===== src/rtl/ga_pkg.sv =====
// Shared GA constants and the tournament FSM state encoding.
package ga_pkg;

  localparam int FIT_W        = 27;
  localparam int POP_SIZE_DEF = 16;
  localparam int IDX_W_DEF    = $clog2(POP_SIZE_DEF);

  typedef enum logic [2:0] {
    S_IDLE,
    S_ADDR_A,
    S_ADDR_B,
    S_DATA_B,
    S_CMP,
    S_RESULT,
    S_DONE
  } state_t;

endpackage


===== src/rtl/tournament_driver_if.sv =====
// Request, fitness-RAM and comparator signals of the tournament driver.
interface tournament_driver_if #(
  parameter int IDX_W = ga_pkg::IDX_W_DEF,
  parameter int FIT_W = ga_pkg::FIT_W
);

  logic                    start;
  logic [IDX_W-1:0]        rand_a;
  logic [IDX_W-1:0]        rand_b;
  logic [IDX_W-1:0]        fit_addr;
  logic signed [FIT_W-1:0] fit_data;
  logic signed [FIT_W-1:0] sel_fitness1;
  logic signed [FIT_W-1:0] sel_fitness2;
  logic                    sel_enable;
  logic                    sel_selected;
  logic [IDX_W-1:0]        parent0_idx;
  logic [IDX_W-1:0]        parent1_idx;
  logic                    parent_valid;
  logic                    busy;

  modport master (
    output start, rand_a, rand_b, fit_data, sel_selected,
    input  fit_addr, sel_fitness1, sel_fitness2, sel_enable,
           parent0_idx, parent1_idx, parent_valid, busy
  );

  modport slave (
    input  start, rand_a, rand_b, fit_data, sel_selected,
    output fit_addr, sel_fitness1, sel_fitness2, sel_enable,
           parent0_idx, parent1_idx, parent_valid, busy
  );

endinterface


===== src/rtl/tournament_idx_fold.sv =====
// Folds raw LFSR indices into the population range and forces the two
// candidates of a tournament to be distinct.
module tournament_idx_fold #(
  parameter int POP_SIZE = ga_pkg::POP_SIZE_DEF,
  parameter int IDX_W    = $clog2(POP_SIZE)
) (
  input  logic [IDX_W-1:0] rand_a,
  input  logic [IDX_W-1:0] rand_b,
  output logic [IDX_W-1:0] idx_a,
  output logic [IDX_W-1:0] idx_b
);

  localparam logic [IDX_W:0]   POP_EXT  = (IDX_W+1)'(POP_SIZE);
  localparam logic [IDX_W-1:0] POP_LO   = IDX_W'(POP_SIZE);
  localparam logic [IDX_W-1:0] LAST_IDX = IDX_W'(POP_SIZE - 1);

  logic [IDX_W-1:0] w_a_fold;
  logic [IDX_W-1:0] w_b_fold;

  // raw index < 2*POP_SIZE, so one modular subtraction is enough
  always_comb begin
    w_a_fold = ({1'b0, rand_a} >= POP_EXT) ? (rand_a - POP_LO) : rand_a;
    w_b_fold = ({1'b0, rand_b} >= POP_EXT) ? (rand_b - POP_LO) : rand_b;
    idx_a    = w_a_fold;
    idx_b    = w_b_fold;
    if (w_b_fold == w_a_fold) begin
      idx_b = (w_a_fold == LAST_IDX) ? '0 : (w_a_fold + IDX_W'(1));
    end
  end

endmodule


===== src/rtl/tournament_driver.sv =====
// Runs two binary tournaments per request and returns the two winner indices.
//
//   state    | meaning
//   IDLE     | waiting for start
//   ADDR_A   | fit_addr = candidate A
//   ADDR_B   | fit_addr = candidate B, capture fitness A
//   DATA_B   | capture fitness B, load comparator operands
//   CMP      | sel_enable pulse
//   RESULT   | latch winner, next tournament or finish
//   DONE     | parent_valid pulse
module tournament_driver #(
  parameter int POP_SIZE = ga_pkg::POP_SIZE_DEF,
  parameter int IDX_W    = $clog2(POP_SIZE),
  parameter int FIT_W    = ga_pkg::FIT_W
) (
  input  logic clk,
  input  logic rst_n,
  tournament_driver_if.slave bus
);

  import ga_pkg::*;

  state_t                  r_state;
  logic                    r_cnt;
  logic [IDX_W-1:0]        r_idx_a;
  logic [IDX_W-1:0]        r_idx_b;
  logic signed [FIT_W-1:0] r_fa;
  logic [IDX_W-1:0]        r_fit_addr;
  logic signed [FIT_W-1:0] r_sel_f1;
  logic signed [FIT_W-1:0] r_sel_f2;
  logic                    r_sel_enable;
  logic [IDX_W-1:0]        r_parent0;
  logic [IDX_W-1:0]        r_parent1;
  logic                    r_parent_valid;
  logic                    r_busy;

  logic [IDX_W-1:0]        w_fold_a;
  logic [IDX_W-1:0]        w_fold_b;
  logic [IDX_W-1:0]        w_winner;

  tournament_idx_fold #(
    .POP_SIZE (POP_SIZE),
    .IDX_W    (IDX_W)
  ) u_fold (
    .rand_a (bus.rand_a),
    .rand_b (bus.rand_b),
    .idx_a  (w_fold_a),
    .idx_b  (w_fold_b)
  );

  assign w_winner = bus.sel_selected ? r_idx_b : r_idx_a;

  always_ff @(posedge clk) begin
    if (!rst_n) begin
      r_state        <= S_IDLE;
      r_cnt          <= 1'b0;
      r_idx_a        <= '0;
      r_idx_b        <= '0;
      r_fa           <= '0;
      r_fit_addr     <= '0;
      r_sel_f1       <= '0;
      r_sel_f2       <= '0;
      r_sel_enable   <= 1'b0;
      r_parent0      <= '0;
      r_parent1      <= '0;
      r_parent_valid <= 1'b0;
      r_busy         <= 1'b0;
    end else begin
      r_sel_enable   <= 1'b0;
      r_parent_valid <= 1'b0;
      case (r_state)
        S_IDLE: begin
          if (bus.start) begin
            r_cnt      <= 1'b0;
            r_idx_a    <= w_fold_a;
            r_idx_b    <= w_fold_b;
            r_fit_addr <= w_fold_a;
            r_busy     <= 1'b1;
            r_state    <= S_ADDR_A;
          end
        end
        S_ADDR_A: begin
          r_fit_addr <= r_idx_b;
          r_state    <= S_ADDR_B;
        end
        S_ADDR_B: begin
          r_fa    <= bus.fit_data;
          r_state <= S_DATA_B;
        end
        // fitness B goes straight into the comparator operand register
        S_DATA_B: begin
          r_sel_f1     <= r_fa;
          r_sel_f2     <= bus.fit_data;
          r_sel_enable <= 1'b1;
          r_state      <= S_CMP;
        end
        S_CMP: begin
          r_state <= S_RESULT;
        end
        S_RESULT: begin
          if (!r_cnt) begin
            r_parent0  <= w_winner;
            r_cnt      <= 1'b1;
            r_idx_a    <= w_fold_a;
            r_idx_b    <= w_fold_b;
            r_fit_addr <= w_fold_a;
            r_state    <= S_ADDR_A;
          end else begin
            r_parent1      <= w_winner;
            r_parent_valid <= 1'b1;
            r_state        <= S_DONE;
          end
        end
        S_DONE: begin
          r_busy  <= 1'b0;
          r_state <= S_IDLE;
        end
        default: begin
          r_busy  <= 1'b0;
          r_state <= S_IDLE;
        end
      endcase
    end
  end

  assign bus.fit_addr     = r_fit_addr;
  assign bus.sel_fitness1 = r_sel_f1;
  assign bus.sel_fitness2 = r_sel_f2;
  assign bus.sel_enable   = r_sel_enable;
  assign bus.parent0_idx  = r_parent0;
  assign bus.parent1_idx  = r_parent1;
  assign bus.parent_valid = r_parent_valid;
  assign bus.busy         = r_busy;

endmodule


===== src/flat_wrapper.sv =====
// flat-port wrapper written by rule: the top's interface ports become plain ports
module tournament_driver_flat import ga_pkg::*;
#(
  parameter int POP_SIZE = ga_pkg::POP_SIZE_DEF,
  parameter int IDX_W    = $clog2(POP_SIZE),
  parameter int FIT_W    = ga_pkg::FIT_W
)
  (clk, rst_n, bus_start, bus_rand_a, bus_rand_b, bus_fit_data, bus_sel_selected, bus_fit_addr, bus_sel_fitness1, bus_sel_fitness2, bus_sel_enable, bus_parent0_idx, bus_parent1_idx, bus_parent_valid, bus_busy);
  tournament_driver_if #(.IDX_W(IDX_W), .FIT_W(FIT_W)) bus_i ();
  input  logic clk;
  input  logic rst_n;
  input wire logic [$bits(bus_i.start)-1:0] bus_start;
  input wire logic [$bits(bus_i.rand_a)-1:0] bus_rand_a;
  input wire logic [$bits(bus_i.rand_b)-1:0] bus_rand_b;
  input wire logic [$bits(bus_i.fit_data)-1:0] bus_fit_data;
  input wire logic [$bits(bus_i.sel_selected)-1:0] bus_sel_selected;
  output wire logic [$bits(bus_i.fit_addr)-1:0] bus_fit_addr;
  output wire logic [$bits(bus_i.sel_fitness1)-1:0] bus_sel_fitness1;
  output wire logic [$bits(bus_i.sel_fitness2)-1:0] bus_sel_fitness2;
  output wire logic [$bits(bus_i.sel_enable)-1:0] bus_sel_enable;
  output wire logic [$bits(bus_i.parent0_idx)-1:0] bus_parent0_idx;
  output wire logic [$bits(bus_i.parent1_idx)-1:0] bus_parent1_idx;
  output wire logic [$bits(bus_i.parent_valid)-1:0] bus_parent_valid;
  output wire logic [$bits(bus_i.busy)-1:0] bus_busy;
  assign bus_i.start = bus_start;
  assign bus_i.rand_a = bus_rand_a;
  assign bus_i.rand_b = bus_rand_b;
  assign bus_i.fit_data = bus_fit_data;
  assign bus_i.sel_selected = bus_sel_selected;
  assign bus_fit_addr = bus_i.fit_addr;
  assign bus_sel_fitness1 = bus_i.sel_fitness1;
  assign bus_sel_fitness2 = bus_i.sel_fitness2;
  assign bus_sel_enable = bus_i.sel_enable;
  assign bus_parent0_idx = bus_i.parent0_idx;
  assign bus_parent1_idx = bus_i.parent1_idx;
  assign bus_parent_valid = bus_i.parent_valid;
  assign bus_busy = bus_i.busy;
  tournament_driver #(.POP_SIZE(POP_SIZE), .IDX_W(IDX_W), .FIT_W(FIT_W)) u_core (.clk(clk), .rst_n(rst_n), .bus(bus_i));
endmodule

===== config.mk =====
export PLATFORM = sky130hd
export DESIGN_NAME = tournament_driver_flat
export DESIGN_NICKNAME = d
export VERILOG_FILES = /design/src/rtl/ga_pkg.sv /design/src/rtl/tournament_driver_if.sv /design/src/rtl/tournament_idx_fold.sv /design/src/rtl/tournament_driver.sv /design/src/flat_wrapper.sv
export SDC_FILE = /design/constraint.sdc
export NUM_CORES = 1
export LEC_CHECK = 0
export CORE_ASPECT_RATIO = 1.4
export CORE_MARGIN = 4
export CORE_UTILIZATION = 40
export DETAILED_ROUTE_END_ITERATION = 6
export GPL_TIMING_DRIVEN = 0
export PLACE_DENSITY = 0.68
export SLEW_MARGIN = 30
export SYNTH_ARGS = -nofsm -noshare
export SYNTH_HDL_FRONTEND = slang
export SYNTH_SLANG_ARGS = --single-unit

===== constraint.sdc =====
create_clock -name clk -period 1.77 [get_ports clk]
set_input_delay 0.2655 -clock clk [delete_from_list [all_inputs] [get_ports clk]]
set_output_delay 0.2655 -clock clk [all_outputs]
set_load 0.03 [all_outputs]

==> run_results.csv, run 1 <==
group,metric,value,unit
synthesis,syn_area,0.00410,mm^2
synthesis,ys_seq_area_frac,0.527,
power_and_ir_drop,internal_power,0.00405,W
final_layout,final_layout_size_suffix_gt1_frac,0.0911,
die,pin_count,108,
clocking,cts_buffers,9,
route,final_antenna_net_count,0,
synthesis,yosys_warnings,0,
synthesis,synth_nets,534,
route,vias_per_cell,4.90,
worst_setup_path,r2r_slack,0.10,ns
timing,setup_slack,0.101,ns
place,hpwl,7930,um
power_and_ir_drop,power_leakage,1.94,nW
synthesis,synthArstFlopShare,0,
die,die_area,0.0120,mm^2
route,via_count,3674,
die,start_util,0.412,
clocking,path_clk_slew,0.06,ns
synthesis,yosys.area.top_type,"dfxtp_1",
timing,worst_slew_pin_slew,0.558,ns
worst_setup_path,worstSetupStartpoint,"u_core.r_state[1]$_SDFFE_PN0P_",
global_routing,grt_remaining_overflow,0,
power_and_ir_drop,total_power,0.00546,W
power_and_ir_drop,combPwrFrac,0.146,
worst_setup_path,crit_arrival,1.88,ns
place,gp_congestion,0.847,
timing,report.final.slew_viol_count,0,
global_routing,grt_pass1_vias,3561,
timing,rsz0062_at_grt,"no",
global_routing,grt_max_degree,17,
worst_setup_path,reg2reg_to,"u_core.bus.sel_fitness2[21]$_SDFFE_PN0P_",
synthesis,synthFlopType,"dfxtp_1",
worst_setup_path,critPathMaxFanout,10,
final_layout,fillers,943,
synthesis,synth.area.top_cells,"dfxtp_1, nand2_1, a21oi_1, buf_2, a211oi_1",
synthesis,synthDistinctLibCells,43,
power_and_ir_drop,switchingPower,0.00141,W
worst_setup_path,start_kind,"flip-flop",
die,core,0.00995,mm^2
power_and_ir_drop,sw_frac_of_total,0.258,
die,die_x,93.6,um
worst_setup_path,crit_required,1.98,ns
die,die_h,128,um
final_layout,seq_area,0.00216,mm^2
global_routing,grt_first_pass_wirelength,17100,um
outcome,status,"finished clean",
clocking,cts_tree,"yes",
synthesis,synth_edf_count,0,
route,avgRoutedWirePerCell,14.2,um
final_layout,layout_commonest_cell,"nand2_1",
timing,finalSetupViolCount,0,
synthesis,synth.avg_cell_area,8.30,um^2
final_layout,nets,650,
final_layout,diodes,0,
route,dr.pass1.iters,4,
global_routing,grtUsageTotal,0.182,
timing,slew_headroom,0.628,
place,dp_slack,-0.221,ns
timing,hold_viol,0,
worst_setup_path,crit_chain,"buf_4, nand2_1, or2_2, buf_2, buf_2, nand2_1, a21oi_1",
clocking,cts.sinks,108,
flow_run,maxCapViolCount,0,
worst_setup_path,cp_slowest_stage_delay,0.37,ns
power_and_ir_drop,ir_drop,0.580,mV
route,route.detailed.drc,0,
worst_setup_path,worstReg2RegStart,"u_core.r_state[1]$_SDFFE_PN0P_",
timing,fin_crit,1.67,ns
power_and_ir_drop,clkPwrFrac,0.374,
power_and_ir_drop,powerDensity,970,mW/mm^2
power_and_ir_drop,pwr-share-seq,0.479,
worst_setup_path,crit_slowest_cell,"dfxtp_1",
global_routing,antenna_found_initial,0,
final_layout,multi_input_area,0.00173,mm^2
clocking,htreeDepth,3,
synthesis,synth_top_area_share,0.527,
final_layout,syn2layout_area_growth,37.3,%
worst_setup_path,reg2reg_depth,7,
clocking,clk_path_buf_depth,2,
clocking,hold_buffers,0,
place,portBuffers,104,
final_layout,final_cell_mix,"nand2_1, dfxtp_1, clkdlybuf4s50_1, a21oi_1, nor2_1",
worst_hold_path,min_path_type,"primary input to flip-flop",
synthesis,yosys_register_bits,108,
synthesis,synth_cells,494,
timing,fin_crit_sh,0.943,
route,first_iter_violations,109,
clocking,insertion_delay,0.35,ns
die,rows,43,
timing,fin_skew,0.00691,ns
worst_setup_path,critPathKind,"flip-flop to flip-flop",
clocking,clockRootBuffer,"clkbuf_16",
timing,max_freq,0.599,GHz
worst_setup_path,crit_path_end,"u_core.bus.sel_fitness2[21]$_SDFFE_PN0P_",
route,routed_wirelength,10700,um
worst_setup_path,cp-end-kind,"flip-flop",
metal layers:
metal,wire [um],up-vias,GRT usage
met5,0,-,0
met4,235,0,0.0884
met3,491,16,0.0317
met2,5530,89,0.317
met1,4390,1693,0.214
li1,-,1876,-
Yosys cell counts, drive strengths merged, types with 4 or more instances:
library cell	n
a211oi	12
nor3	4
nand3	4
xor2	5
clkbuf	14
mux2i	8
buf	23
a21oi	89
dfxtp	108
nand4	4
nor2	21
nand2	171
through the flow:
stage	cells	setup TNS, ns	util	cell area [um^2]	hold WS (ns)
after global placement	733	-0.784	0.533	5310	0.439
after detailed placement	733	-0.964	0.533	5310	0.447
final	750	0	0.565	5630	0.179
after CTS	749	0	0.564	5610	0.170
after floorplan	494	0	-	4100	0.401
after global routing	750	0	0.565	5630	0.192
sequential cells by signal (all words and copies together) (netlist names):
name                     count
u_core.bus.sel_fitness1     27
u_core.bus.parent0_idx       4
u_core.r_idx_a               4
u_core.bus.parent_valid      1
u_core.r_cnt                 1
u_core.bus.parent1_idx       4
u_core.bus.sel_fitness2     27
u_core.r_fa                 27
u_core.bus.sel_enable        1
u_core.bus.busy              1
u_core.r_state               3
u_core.r_idx_b               4
u_core.bus.fit_addr          4
repair_timing:
action                                  in CTS  in global routing
resized for setup                            0                  1
buffers inserted                             0                  1
endpoints found under the setup margin       0                 19
worst min-delay path by stage:
| stage | start | endpoint | slack [ns] | cells after the start |
|---|---|---|---|---|
| 2_1_floorplan | bus_fit_data[0] | u_core.r_fa[0]$_SDFFE_PN0P_ | 0.40 | 2 |
| 5_1_grt | bus_rand_a[2] | u_core.r_idx_a[2]$_SDFFE_PN0P_ | 0.19 | 3 |
| 6_report | bus_rand_a[2] | u_core.r_idx_a[2]$_SDFFE_PN0P_ | 0.18 | 3 |
| 4_1_cts | bus_rand_a[2] | u_core.r_idx_a[2]$_SDFFE_PN0P_ | 0.17 | 3 |
| 3_5_place_dp | u_core.r_fa[10]$_SDFFE_PN0P_ | u_core.bus.sel_fitness1[10]$_SDFFE_PN0P_ | 0.45 | 2 |
| 3_3_place_gp | u_core.r_fa[9]$_SDFFE_PN0P_ | u_core.bus.sel_fitness1[9]$_SDFFE_PN0P_ | 0.44 | 2 |
kinds of logic (layout without fill, tap and decap cells):
kind of cell | count (synthesis) | in the layout | share of synthesized area
multiplexers | 8 | 8 | 0.0195
buffers and inverters | 38 | 159 | 0.0528
AND/OR/NAND/NOR | 223 | 223 | 0.236
XOR/XNOR | 6 | 6 | 0.0128
AO/OA/AOI/OAI | 110 | 110 | 0.148
adder cells (fa/ha/maj) | 1 | 1 | 0.00305
flip-flops | 108 | 108 | 0.527
worst max-delay path: cells and delay by family, from the launching register on:
family / cells / cell delay (ns)
AO/OA/AOI/OAI: 1 / 0.08
buffers and inverters: 3 / 0.60
flip-flops: 1 / 0.37
AND/OR/NAND/NOR: 3 / 0.48
power groups by stage:
stage                     clock (W)  combinational [W]  sequential (W)
final                       0.00204           0.000799         0.00262
after CTS                   0.00208           0.000797         0.00262
after global routing        0.00218           0.000874         0.00263
after floorplan                   0           0.000414         0.00274
after global placement            0           0.000780         0.00267
after detailed placement          0           0.000792         0.00267
layout make-up:
class                           instances  area share
Sequential cell                       108       0.384
Clock inverter                          4     0.00845
Timing Repair Buffer                  105       0.186
Buffer                                 37      0.0365
Multi-Input combinational cell        348       0.307
Inverter                                1     0.00200
Tap cell                              135      0.0300
Clock buffer                           12      0.0456
Power figures use the tool's default switching activity.
==> run 2, diff against run 1 <==
CORE_UTILIZATION = 48   (was 40)
PLACE_DENSITY = 0.79   (was 0.68)
RECOVER_POWER = 25   (was unset)
==> run_results.csv, run 2 (same netlist as run 1, synthesis figures left out) <==
group,metric,value,unit
clocking,cts_tree,"yes",
die,rows,39,
final_layout,finalNonFillerCells,718,
outcome,status,"finished clean",
clocking,clockRootBuffer,"clkbuf_16",
final_layout,nets,651,
route,vias_per_cell,5.13,
worst_setup_path,cp_num_cells,5,
worst_setup_path,critPathMaxFanout,6,
global_routing,grt_remaining_overflow,0,
global_routing,grt_first_pass_wirelength,17000,um
clocking,insertion_delay,0.34,ns
route,dr.pass1.iters,5,
worst_setup_path,reg2reg_depth,6,
die,core,0.00825,mm^2
power_and_ir_drop,internal_power,0.00387,W
die,start_util,0.497,
worst_setup_path,crit_arrival,1.92,ns
worst_setup_path,crit_chain,"clkdlybuf4s50_1, xor2_1, or4_4, nor3_2, nor4_2",
power_and_ir_drop,powerDensity,943,mW/mm^2
global_routing,grt_pass1_vias,3574,
worst_setup_path,worstSetupStartpoint,"bus_rand_a[3]",
power_and_ir_drop,switchingPower,0.00136,W
place,place_inst,700,
timing,hold_slack,0.184,ns
route,first_iter_violations,122,
worst_setup_path,cp_slowest_stage_delay,0.60,ns
clocking,hold_buffers,0,
worst_setup_path,start_kind,"primary input",
clocking,cts_buffers,9,
timing,fin_skew,0.00537,ns
place,gp_congestion,0.841,
route,via_count,3686,
route,final_antenna_net_count,0,
timing,report.final.slew_viol_count,0,
power_and_ir_drop,sw_frac_of_total,0.260,
worst_setup_path,critPathKind,"primary input to flip-flop",
die,die_area,0.0101,mm^2
global_routing,grt_max_degree,16,
timing,fin_crit_sh,0.957,
power_and_ir_drop,power_leakage,1.97,nW
timing,max_freq,0.590,GHz
power_and_ir_drop,pwr-share-seq,0.500,
flow_run,maxCapViolCount,0,
clocking,htreeDepth,3,
final_layout,final_layout_size_suffix_gt1_frac,0.0844,
worst_setup_path,reg2reg_to,"u_core.r_fa[21]$_SDFFE_PN0P_",
route,avgRoutedWirePerCell,14.5,um
worst_hold_path,min_path_type,"primary input to flip-flop",
die,pin_count,108,
die,die_x,86.1,um
timing,finalSetupViolCount,0,
power_and_ir_drop,clkPwrFrac,0.348,
timing,fin_crit,1.69,ns
timing,worst_slew_pin_slew,0.523,ns
timing,slew_headroom,0.651,
worst_setup_path,cp-end-kind,"flip-flop",
final_layout,syn2layout_area_growth,35.4,%
worst_setup_path,r2r_slack,0.08,ns
place,hpwl,7670,um
clocking,cts.sinks,108,
timing,rsz0062_at_grt,"no",
worst_setup_path,crit_required,2.00,ns
die,die_h,117,um
final_layout,diodes,0,
global_routing,grtUsageTotal,0.211,
route,route.detailed.drc,0,
final_layout,layout_commonest_cell,"nand2_1",
place,portBuffers,104,
worst_setup_path,cp_top_family,"simple AND/OR/NAND/NOR gates",
worst_setup_path,crit_path_end,"u_core.r_idx_b[0]$_SDFFE_PN0P_",
clocking,path_clk_slew,0.06,ns
worst_setup_path,crit_slowest_cell,"or4_4",
worst_setup_path,worstReg2RegStart,"u_core.r_state[0]$_SDFFE_PN0P_",
power_and_ir_drop,ir_drop,0.794,mV
power_and_ir_drop,combPwrFrac,0.153,
final_layout,final_cell_mix,"nand2_1, dfxtp_1, clkdlybuf4s50_1, a21oi_1, nor2_1",
global_routing,antenna_found_initial,0,
worst_setup_path,cp_num_buf_inv,1,
clocking,clk_path_buf_depth,2,
route,routed_wirelength,10400,um
timing,hold_viol,0,
==> run 2: cell count changes in the layout (fill, tap and decap cells not counted) <==
cell             delta
buf_2               -2
dlygate4sd3_1      +13
clkbuf_8            -1
buf_4               +1
bufinv_16           -1
clkinvlp_4          -1
clkdlybuf4s50_1    -13
clkbuf_1            +5
==> run 2: final cells by class <==
type                    instances  area, um^2
fillers                       673        2700
plain buffers                  37         203
inverters                       1        11.3
multi-input cells             348        1730
repair buffers                106        1060
flip-flops and latches        108        2160
well taps                     102         128
clock inverters                 2        10.0
clock buffers                  14         254
==> run 2: worst register-to-register path, stage by stage, from the launching register on <==
cell and delay, ns:
dfxtp_1 0.32, buf_4 0.18, or3b_2 0.46, buf_2 0.20
buf_2 0.20, nand2_1 0.11, a21oi_1 0.08
==> run 2: through the flow <==
step	setup TNS (ns)	cell area [um^2]	utilization	setup slack [ns]	total power, W
finish	0	5550	0.673	0.0761	0.00523
global route	0	5550	0.673	0.0105	0.00545
CTS	0	5530	0.671	0.0491	0.00526
detailed placement	-0.927	5270	0.639	-0.244	0.00345
global placement	-0.745	5270	0.639	-0.219	0.00343
floorplan	0	4100	-	0.323	0.00315
==> run 2: routing by layer <==
| layer | vias to the layer above | share of wire | global-route usage |
|---|---|---|---|
| li1 | 1876 | - | - |
| met1 | 1710 | 0.39 | 0.233 |
| met2 | 85 | 0.54 | 0.375 |
| met3 | 15 | 0.050 | 0.0477 |
| met4 | 0 | 0.022 | 0.0931 |
| met5 | - | 0 | 0 |
==> run 2: power by group through the flow <==
| stage | Combinational [W] | Clock [W] | Sequential (W) |
|---|---|---|---|
| 2_1_floorplan | 0.000414 | 0 | 0.00274 |
| 3_3_place_gp | 0.000770 | 0 | 0.00266 |
| 3_5_place_dp | 0.000785 | 0 | 0.00267 |
| 4_1_cts | 0.000794 | 0.00185 | 0.00261 |
| 5_1_grt | 0.000873 | 0.00194 | 0.00263 |
| 6_report | 0.000799 | 0.00182 | 0.00261 |
==> run 2: worst min path at each step <==
stage	from	to	slack, ns	cells past startpoint
CTS	bus_rand_a[2]	u_core.r_idx_a[2]$_SDFFE_PN0P_	0.18	3
floorplan	bus_fit_data[0]	u_core.r_fa[0]$_SDFFE_PN0P_	0.40	2
global placement	u_core.r_fa[19]$_SDFFE_PN0P_	u_core.bus.sel_fitness1[19]$_SDFFE_PN0P_	0.44	2
global route	bus_rand_a[2]	u_core.r_idx_a[2]$_SDFFE_PN0P_	0.21	3
detailed placement	u_core.r_fa[7]$_SDFFE_PN0P_	u_core.bus.sel_fitness1[7]$_SDFFE_PN0P_	0.44	2
finish	bus_rand_a[2]	u_core.r_idx_a[2]$_SDFFE_PN0P_	0.18	3
==> run 2: timing repair <==
action | in CTS | in global routing
endpoints found under the setup margin | 0 | 8
resized for setup | 0 | 1
buffers inserted | 0 | 2
==> variant (flow settings as in run 2) <==
The package constant `FIT_W` goes from 27 to 23.
--- a/src/rtl/ga_pkg.sv
+++ b/src/rtl/ga_pkg.sv
@@ -3,3 +3,3 @@
 
-  localparam int FIT_W        = 27;
+  localparam int FIT_W        = 23;
   localparam int POP_SIZE_DEF = 16;
Interface: changed (resized bus_fit_data, bus_sel_fitness1 and bus_sel_fitness2); port bits go from 108 to 96. No check against the original RTL was run, so the function may have changed too.
==> variant against run 2 <==
Total power fell by 14%; register-to-register slack better by 0.06 ns; worst setup slack got worse by 0.0050 ns; wire length down 12%; sequential cell count fell by 12; utilization down 0.72 points; global-route usage is 0.35 points higher; final area fell by 11%; area after synthesis shrank 10%; synthesized cell count fell by 10%; critical path depth fell by 4.
==> variant: results (changes against run 2) <==
[global_route]
grt_pass1_wl_um = 15100  ; -11%
grt_pass1_vias = 3273  ; -8.4%
antenna_found_initial = 0  ; unchanged
grt_max_degree = 15  ; -1
grt_usage_pct = 21.43  ; +0.35 points

[cts]
cts_made_buffers = 9  ; unchanged
root_buffer = clkbuf_8
clkTransAtPathRegs_ns = 0.09  ; +0.03 ns
clk_latency_ns = 0.36  ; +0.02 ns
cts_max_level = 3  ; unchanged
clock_path_buffers = 2  ; unchanged
cts_resized = 0  ; unchanged

[power]
leakage_nw = 1.725  ; -12%
peakVddDrop_mv = 0.5623  ; -29%

[final_layout]
nFillCells = 661  ; -1.8%
nets = 582  ; -11%
finalNonFillerCells = 646  ; -10%
layout-drive-gt1-share_pct = 8.015  ; -0.43 points
antenna_cells = 0  ; unchanged

[worst_setup_path]
cp_slowest_cell = clkdlybuf4s50_1
worstPathArrival_ns = 1.43  ; -0.49 ns
r2r_cells = 6  ; unchanged
slowest_delay_ns = 0.69  ; +0.09 ns
critPathMaxFanout = 2  ; -4
critical_path.top_delay_family = buffers and inverters

[run_status]
status = finished, final reports clean

[detailed_routing]
vias_per_cell = 5.073  ; -1.2%
dr.pass1.iters = 4  ; -1
wl_per_cell_um = 14.29  ; -1.7%
drt_iter0_drc = 93  ; -24%

[timing]
relSlewSlack_pct = 62.43  ; -2.7 points
final-hold-violation-count = 0  ; unchanged
clock_skew_ns = 0.01033  ; +0.004963 ns

[yosys]
synthesis.yosys.warnings = 0  ; unchanged
netlist_top_cells_area = dfxtp_1 52%, nand2_1 15%, a21oi_1 10%
ys_seq_area_share_pct = 52.07  ; -0.68 points
ys.flop_type = dfxtp_1
yosys-top-cells-count = 147 x nand2_1, 96 x dfxtp_1, 76 x a21oi_1
synth_cell_types = 43  ; unchanged
syn-instance-count = 443  ; -10%
ys_async_sr_fraction_pct = 0  ; unchanged
synthesis.nets = 479  ; -10%

[placed_design]
place_inst = 632  ; -9.7%
gp_congestion = 0.8219  ; -2.2%
placed_cell_area_um2 = 4733  ; -10%
port_buffers = 92  ; -12%
hpwlAfterDp_um = 6908  ; -9.9%
pre_cts_ws_ns = -0.2812  ; -0.03752 ns

[hold_path]
worstHoldPathCells = 3  ; unchanged

[variant: cell types whose count changed in the layout (fill, tap and decap cells not counted), moves of 2 or more]
cell	change
buf_2	-7
clkbuf_2	+2
a21oi_1	-12
clkbuf_1	-2
dfxtp_1	-12
buf_4	-2
clkbuf_16	-9
clkinv_2	-2
nand2_1	-24
clkbuf_8	+9
dlygate4sd3_1	-11
buf_6	+2
[variant: worst paths after layout]
check                             start                           to  slack [ns]
min                       bus_rand_a[2]            u_core.r_idx_a[2]        0.16
min reg2reg             u_core.r_fa[20]  u_core.bus.sel_fitness1[20]        0.45
max reg2reg           u_core.r_state[1]  u_core.bus.sel_fitness1[22]        0.14
max          u_core.bus.sel_fitness1[0]          bus_sel_fitness1[0]        0.07
[variant: per-layer routing]
metal  up-vias  part of all wire (%)  GRT usage, %  wire [µm]
li1       1672                     -             -          -
met1      1505                    39         22.75       3594
met2        85                    52         37.34       4846
met3        15                   6.7         7.201        621
met4         0                   1.8         9.424        167
met5         -                     0             0          0
[variant: layout make-up]
type	count	area, µm²	area share [%]
buffer	34	180.2	3.653
multi-input combinational	312	1580	32.04
timing repair buffer	92	920.9	18.67
clock inverter	2	38.79	0.7864
sequential	96	1922	38.96
clock buffer	12	165.2	3.349
inverter	1	3.754	0.07610
tap	97	121.4	2.461
[variant: power by group]
group	switching, W	internal (W)
clock	0.000705	0.000756
sequential	0.0000616	0.00227
combinational	0.000427	0.000303
total	0.00119	0.00332
[variant: cell families (layout without fill, tap and decap cells)]
family	count (synthesis)	in the layout	synth area share, %
AOI/OAI and AO/OA	98	98	14.85
muxes	8	8	2.170
adders and majority gates	1	1	0.3389
DFF	96	96	52.07
buffers and inverters	35	141	5.118
xor gates and xnor gates	6	6	1.424
and+or+nand+nor	199	199	24.03
